==> src/rtl/dct_pkg.sv <==
// dct_pkg: shared definitions for the DCT input path.
//   DATA_W  - SRAM word width (eight 8-bit pixels)
//   BX_W    - log2(words per image row)
//   BY_W    - log2(block rows)
//   ADDR_W  - SRAM address width, {by, r, bx}
//   fetch_state_e - read sequencer FSM states
package dct_pkg;

   localparam int unsigned DATA_W = 64;
   localparam int unsigned BX_W   = 6;
   localparam int unsigned BY_W   = 6;
   localparam int unsigned ADDR_W = BY_W + 3 + BX_W;

   typedef enum logic [1:0] {
      IDLE  = 2'd0,
      RUN   = 2'd1,
      DRAIN = 2'd2
   } fetch_state_e;

endpackage

==> src/rtl/dct_row_fifo.sv <==
// dct_row_fifo: 2-entry registered FIFO with occupancy output.
// Ports:
//   clk_i, rst_ni   - clock, synchronous active-low reset (contents cleared)
//   flush_i         - empties the FIFO (contents kept, pointers cleared)
//   push_i, data_i  - write side; a push into a full FIFO is accepted only
//                     when a pop frees a slot in the same cycle
//   pop_i           - read side; ignored while empty
//   valid_o, data_o - head entry
//   count_o         - occupancy 0..2
module dct_row_fifo
   import dct_pkg::*;
#(
   parameter int unsigned WIDTH = 8
) (
   input  logic             clk_i,
   input  logic             rst_ni,
   input  logic             flush_i,
   input  logic             push_i,
   input  logic [WIDTH-1:0] data_i,
   input  logic             pop_i,
   output logic             valid_o,
   output logic [WIDTH-1:0] data_o,
   output logic [1:0]       count_o
);

   logic [WIDTH-1:0] mem_q [2];
   logic             wr_ptr_q;
   logic             rd_ptr_q;
   logic [1:0]       cnt_q;
   logic             do_push;
   logic             do_pop;

   assign do_pop  = pop_i & (cnt_q != 2'd0);
   assign do_push = push_i & ((cnt_q != 2'd2) | do_pop);

   always_ff @(posedge clk_i) begin
      if (!rst_ni) begin
         for (int unsigned i = 0; i < 2; i++) begin
            mem_q[i] <= '0;
         end
         wr_ptr_q <= 1'b0;
         rd_ptr_q <= 1'b0;
         cnt_q    <= '0;
      end else if (flush_i) begin
         wr_ptr_q <= 1'b0;
         rd_ptr_q <= 1'b0;
         cnt_q    <= '0;
      end else begin
         if (do_push) begin
            mem_q[wr_ptr_q] <= data_i;
            wr_ptr_q        <= ~wr_ptr_q;
         end
         if (do_pop) begin
            rd_ptr_q <= ~rd_ptr_q;
         end
         cnt_q <= cnt_q + {1'b0, do_push} - {1'b0, do_pop};
      end
   end

   assign valid_o = (cnt_q != 2'd0);
   assign data_o  = mem_q[rd_ptr_q];
   assign count_o = cnt_q;

endmodule

==> src/rtl/dct_blk_fetch_ctrl.sv <==
// dct_blk_fetch_ctrl: reads the input image SRAM in 8x8-block order and
// hands block rows to the 2D-DCT over valid/ready.
// Ports:
//   clk, reset (sync, active-low), start (pulse, accepted when idle)
//   busy, done (pulse at frame end)
//   mem_cs, mem_addr = {by, r, bx}, mem_rdata (valid 1 cycle after mem_cs)
//   row_valid/row_ready handshake; row_data, row_idx, blk_idx = {by, bx},
//   frame_last (head is row 7 of the final block)
//   stall_cnt - only when FETCH_STALL_CNT_EN is defined: cycles with
//               busy & row_valid & !row_ready, cleared on start and reset
module dct_blk_fetch_ctrl
   import dct_pkg::*;
#(
   parameter int unsigned BX_W   = dct_pkg::BX_W,
   parameter int unsigned BY_W   = dct_pkg::BY_W,
   parameter int unsigned DATA_W = dct_pkg::DATA_W,
   parameter int unsigned ADDR_W = BY_W + 3 + BX_W
) (
   input  logic                 clk,
   input  logic                 reset,
   input  logic                 start,
   output logic                 busy,
   output logic                 done,
   output logic                 mem_cs,
   output logic [ADDR_W-1:0]    mem_addr,
   input  logic [DATA_W-1:0]    mem_rdata,
   output logic                 row_valid,
   input  logic                 row_ready,
   output logic [DATA_W-1:0]    row_data,
   output logic [2:0]           row_idx,
   output logic [BX_W+BY_W-1:0] blk_idx,
   output logic                 frame_last
`ifdef FETCH_STALL_CNT_EN
   ,
   output logic [31:0]          stall_cnt
`endif
);

   localparam int unsigned TAG_W = 3 + BY_W + BX_W + 1;
   localparam int unsigned ENT_W = DATA_W + TAG_W;

   fetch_state_e      state_q;
   logic              busy_q;
   logic              done_q;
   logic [2:0]        r_q;
   logic [BX_W-1:0]   bx_q;
   logic [BY_W-1:0]   by_q;
   logic              inflight_q;
   logic [TAG_W-1:0]  tag_q;
   logic [TAG_W-1:0]  tag_d;
   logic [1:0]        fifo_cnt;
   logic [ENT_W-1:0]  head;
   logic              pop;
   logic              issue;
   logic              last_rd;
   logic              flush;

   assign pop     = row_valid & row_ready;
   assign last_rd = (&r_q) & (&bx_q) & (&by_q);
   assign flush   = (state_q == IDLE) & start;
   // Tag layout {r, by, bx, last} so the FIFO head splits straight into
   // row_idx, blk_idx = {by, bx} and frame_last.
   assign tag_d   = {r_q, by_q, bx_q, last_rd};

   // The read on the bus now lands in the FIFO next cycle, so only the
   // in-flight read (landing this cycle) and the FIFO count are charged.
   assign issue = (state_q == RUN) &&
                  (({1'b0, fifo_cnt} + {2'b0, inflight_q} - {2'b0, pop}) < 3'd2);

   always_ff @(posedge clk) begin
      if (!reset) begin
         state_q    <= IDLE;
         busy_q     <= 1'b0;
         done_q     <= 1'b0;
         r_q        <= '0;
         bx_q       <= '0;
         by_q       <= '0;
         inflight_q <= 1'b0;
         tag_q      <= '0;
      end else begin
         done_q     <= 1'b0;
         inflight_q <= issue;
         if (issue) begin
            tag_q <= tag_d;
         end
         case (state_q)
            IDLE: begin
               if (start) begin
                  state_q <= RUN;
                  busy_q  <= 1'b1;
                  r_q     <= '0;
                  bx_q    <= '0;
                  by_q    <= '0;
               end
            end
            RUN: begin
               if (issue) begin
                  r_q <= r_q + 3'd1;
                  if (&r_q) begin
                     bx_q <= bx_q + 1'b1;
                     if (&bx_q) begin
                        by_q <= by_q + 1'b1;
                     end
                  end
                  if (last_rd) begin
                     state_q <= DRAIN;
                  end
               end
            end
            DRAIN: begin
               // Finish once the FIFO is empty after this cycle's pop.
               if (!inflight_q && ((fifo_cnt == 2'd0) || ((fifo_cnt == 2'd1) && pop))) begin
                  state_q <= IDLE;
                  busy_q  <= 1'b0;
                  done_q  <= 1'b1;
               end
            end
            default: state_q <= IDLE;
         endcase
      end
   end

   dct_row_fifo #(
      .WIDTH(ENT_W)
   ) u_fifo (
      .clk_i  (clk),
      .rst_ni (reset),
      .flush_i(flush),
      .push_i (inflight_q),
      .data_i ({mem_rdata, tag_q}),
      .pop_i  (pop),
      .valid_o(row_valid),
      .data_o (head),
      .count_o(fifo_cnt)
   );

   assign {row_data, row_idx, blk_idx, frame_last} = head;

   assign busy     = busy_q;
   assign done     = done_q;
   assign mem_cs   = issue;
   assign mem_addr = {by_q, r_q, bx_q};

`ifdef FETCH_STALL_CNT_EN
   logic [31:0] stall_q;

   always_ff @(posedge clk) begin
      if (!reset) begin
         stall_q <= '0;
      end else if (flush) begin
         stall_q <= '0;
      end else if (busy_q && row_valid && !row_ready) begin
         stall_q <= stall_q + 32'd1;
      end
   end

   assign stall_cnt = stall_q;
`endif

endmodule

==> config.mk <==
export PLATFORM = sky130hd
export DESIGN_NAME = dct_blk_fetch_ctrl
export DESIGN_NICKNAME = d
export VERILOG_FILES = /design/src/rtl/dct_pkg.sv /design/src/rtl/dct_row_fifo.sv /design/src/rtl/dct_blk_fetch_ctrl.sv
export SDC_FILE = /design/constraint.sdc
export NUM_CORES = 1
export LEC_CHECK = 0
export CORE_MARGIN = 4
export CORE_UTILIZATION = 49
export CTS_BUF_LIST = sky130_fd_sc_hd__clkbuf_2
export DETAILED_ROUTE_END_ITERATION = 16
export PLACE_DENSITY_LB_ADDON = 0.05
export SYNTH_ARGS = -nofsm -noshare
export SYNTH_HDL_FRONTEND = slang
export SYNTH_SLANG_ARGS = --single-unit
==> constraint.sdc <==
create_clock -name clk -period 4 [get_ports clk]
set_input_delay 0.4 -clock clk [delete_from_list [all_inputs] [get_ports clk]]
set_output_delay 0.4 -clock clk [all_outputs]
set_load 0.05 [all_outputs]
==> results.sh <==
export IMPL_status="complete, no violations"
export IMPL_endpoint="mem_cs"
export IMPL_ys_ff_latch=201
export IMPL_cts_reportedPaths_clkPinSlew_ns=0.10
export IMPL_slew_headroom_pct=51.4
export IMPL_final_antenna_net_count=0
export IMPL_worstSetupStartpoint="u_fifo.count_o[1]$_SDFF_PP0_"
export IMPL_antenna_found_initial=0
export IMPL_grt_setup_unrepaired="false"
export IMPL_worstPathMaxFanout=19
export IMPL_grt_overflow_total=0
export IMPL_drc=0
export IMPL_max_clock_freq_mhz=274
export IMPL_p_leak_uw=0.00414
export IMPL_clkLatencyLatePin_ns=0.77
export IMPL_via_count=5549
export IMPL_postSynthAreaPerCell_um2=13.6
export IMPL_crit_type="reg -> out"
export IMPL_p_clk_share_pct=29.4
export IMPL_dr_pass1_iters=4
export IMPL_cts_sinks=201
export IMPL_die_h_um=141
export IMPL_comb_power_share_pct=17.4
export IMPL_pwr_share_seq_pct=53.2
export IMPL_routed_wl_um=18500
export IMPL_cts_tree="yes"
export IMPL_synthDistinctLibCells=40
export IMPL_die_area_mm2=0.0199
export IMPL_critPathCaptureType="output pin"
export IMPL_syn_num_nets=714
export IMPL_r2r_end="by_q[5]$_SDFFE_PN0P_"
export IMPL_dr_first_iter_drc_count=255
export IMPL_fin_nets=907
export IMPL_worstHoldStart="mem_rdata[2]"
export IMPL_required_ns=3.60
export IMPL_io_buffers=166
export IMPL_final_min_clock_period_ns=3.65
export IMPL_antenna_cells=0
export IMPL_tns_ns=0
export IMPL_crit_arrival_ns=3.25
export IMPL_worstSetupStartpointType="flop"
export IMPL_ys_flop_type="edfxtp_1"
export IMPL_netSwitchingFraction_pct=29.2
export IMPL_wl_per_cell_um=16.9
export IMPL_reg2regPathDepth=9
export IMPL_h_tree_depth=2
export IMPL_skew_ns=0.0706
export IMPL_initial_core_util_pct=50.1
export IMPL_hold_slack_ns=0.291
export IMPL_tightest_slew_ns=0.722
export IMPL_grt_max_degree=81
export IMPL_slew_violations=0
export IMPL_routed_via_density=5.07
export IMPL_setup_viol=0
export IMPL_r2r_start="u_fifo.count_o[1]$_SDFF_PP0_"
export IMPL_timing_final_crit_share_pct=91.3
export IMPL_die_w_um=141
export IMPL_cts_buffer_depth=3
export IMPL_cts_root_buf="clkbuf_2"
export IMPL_rows=48
export IMPL_syn_to_final_growth_pct=27.7
export IMPL_grt_pass1_wl_um=29500
export IMPL_hold_viol=0
export IMPL_hp_class="in -> reg"
export IMPL_synth_edf_count=160
export IMPL_gp_congestion=0.767
export IMPL_core_mm2=0.0173
export IMPL_switching_power_uw=1310
export IMPL_syn_inst=638
export IMPL_postCtsSetupBuffers=0
export IMPL_ios=167
export IMPL_drive_gt1_share_pct=20.5
export IMPL_cap_violations=0
export IMPL_power_density_mw_per_mm2=406
export IMPL_cts_buffers=50
export IMPL_track_usage_pct=18.7
export IMPL_netlist_area_mm2=0.00866
export IMPL_rrSetupSlack_ns=0.75
export IMPL_utilization_pct=63.9
export IMPL_yosys_warnings=0
export IMPL_ys_async_sr_fraction_pct=0
export IMPL_ys_seq_area_share_pct=65.0
export IMPL_intPower_uw=3170
export IMPL_ir_drop_v=0.000243
export IMPL_first_global_vias=5982
export IMPL_hpwl_um=11500
==> worst min-delay path by stage <==
stage	depth (start not counted)	to
final	2	u_fifo.mem_q[1][18]$_SDFFCE_PN0P_
after global routing	2	u_fifo.mem_q[0][18]$_SDFFCE_PN0P_
after CTS	2	u_fifo.mem_q[1][72]$_SDFFCE_PN0P_
after detailed placement	2	tag_q[11]$_SDFFE_PN0P_
after global placement	2	tag_q[7]$_SDFFE_PN0P_
after floorplan	2	tag_q[10]$_SDFFE_PN0P_
==> synth_stat cells, types with 2 or more instances <==
cell type	n	share of area, %
clkbuf_1	34	1.5
nor2_1	7	0.30
or4_1	5	0.43
nand4_1	2	0.14
nor4_1	2	0.14
nand2_1	43	1.9
and3_1	4	0.29
mux2_2	80	10
a21boi_0	20	1.7
o21ai_0	5	0.29
xor2_1	2	0.20
and2_1	162	12
o211ai_1	3	0.26
edfxtp_1	160	55
nand3_1	15	0.87
a21oi_1	7	0.40
or3_1	3	0.22
inv_1	5	0.22
and2b_2	2	0.20
nand2b_1	4	0.29
xnor2_1	6	0.61
ha_1	7	1.0
o31ai_1	2	0.17
dfxtp_1	41	9.5
and3b_2	2	0.23
==> through the flow <==
| stage | area, um2 | setup WS [ns] | std cells | total power [uW] |
|---|---|---|---|---|
| CTS | 11000 | 0.160 | 1094 | 4550 |
| detailed placement | 10600 | 0.401 | 1004 | 3220 |
| finish | 11100 | 0.350 | 1094 | 4480 |
| global route | 11100 | 0.0834 | 1094 | 4710 |
| global placement | 10600 | 0.493 | 1004 | 3200 |
| floorplan | 8660 | 0.282 | 638 | 2930 |
==> state kept, by name, summed over array words and instances, names as in the netlist, named ones only <==
signal	cells
u_fifo.mem_q	160
tag_q	16
bx_q	6
by_q	6
r_q	3
state_q	2
u_fifo.count_o	2
busy	1
done	1
inflight_q	1
u_fifo.rd_ptr_q	1
u_fifo.wr_ptr_q	1
==> repair_timing <==
item	4_1_cts	5_1_grt
endpoints found under the setup margin	1	1
hold buffers	0	0
gates resized for setup	1	2
==> area by class of cell <==
class	instances	area [um2]
clock buffers	68	340
fillers	1370	6240
clock inverters	22	111
flip-flops and latches	201	5630
repair buffers	176	1760
multi-input cells	396	2910
inverters	6	23.8
well taps	225	282
==> worst max-delay path: stages (launching register included) <==
cell and delay [ns]:
dfxtp_2 0.42, inv_1 0.12, a21oi_1 0.17, ha_1 0.23, nand2b_1 0.15, fa_1 0.54
and3b_2 0.26, nand2_1 0.10, clkinv_2 0.21, buf_4 0.27
==> cell usage in the layout, fill, tap and decap left out, types with 15 or more instances in the layout <==
master / synthesis / layout
clkdlybuf4s50_1: 0 / 165
clkinv_1: 1 / 17
nand3_1: 15 / 15
clkbuf_2: 0 / 68
nand2_1: 43 / 43
and2_1: 162 / 162
a21boi_0: 20 / 20
dfxtp_1: 41 / 39
edfxtp_1: 160 / 160
mux2_2: 80 / 80
==> cells by family after synthesis <==
kind of cell	share of synthesized area (%)
and+or+nand+nor	17.4
DFF	65.0
muxes	10.4
AOI/OAI and AO/OA	3.38
buffers and inverters	1.79
xor gates and xnor gates	0.809
adders and majority gates	1.24
==> routing by layer <==
layer | wire length [um] | up-vias | global-route usage [%]
met5 | 0 | - | 0
met4 | 248 | 0 | 5.61
met3 | 1060 | 19 | 4.88
met2 | 9370 | 163 | 32.7
met1 | 7790 | 2692 | 22.7
li1 | - | 2675 | -
==> power by group through the flow <==
stage,clock network (uW),logic [uW],registers [uW]
2_1_floorplan,0,501,2430
3_3_place_gp,0,775,2430
3_5_place_dp,0,782,2430
4_1_cts,1380,786,2390
5_1_grt,1490,826,2400
6_report,1320,778,2390
No activity file was read; power rests on OpenSTA's default activity.
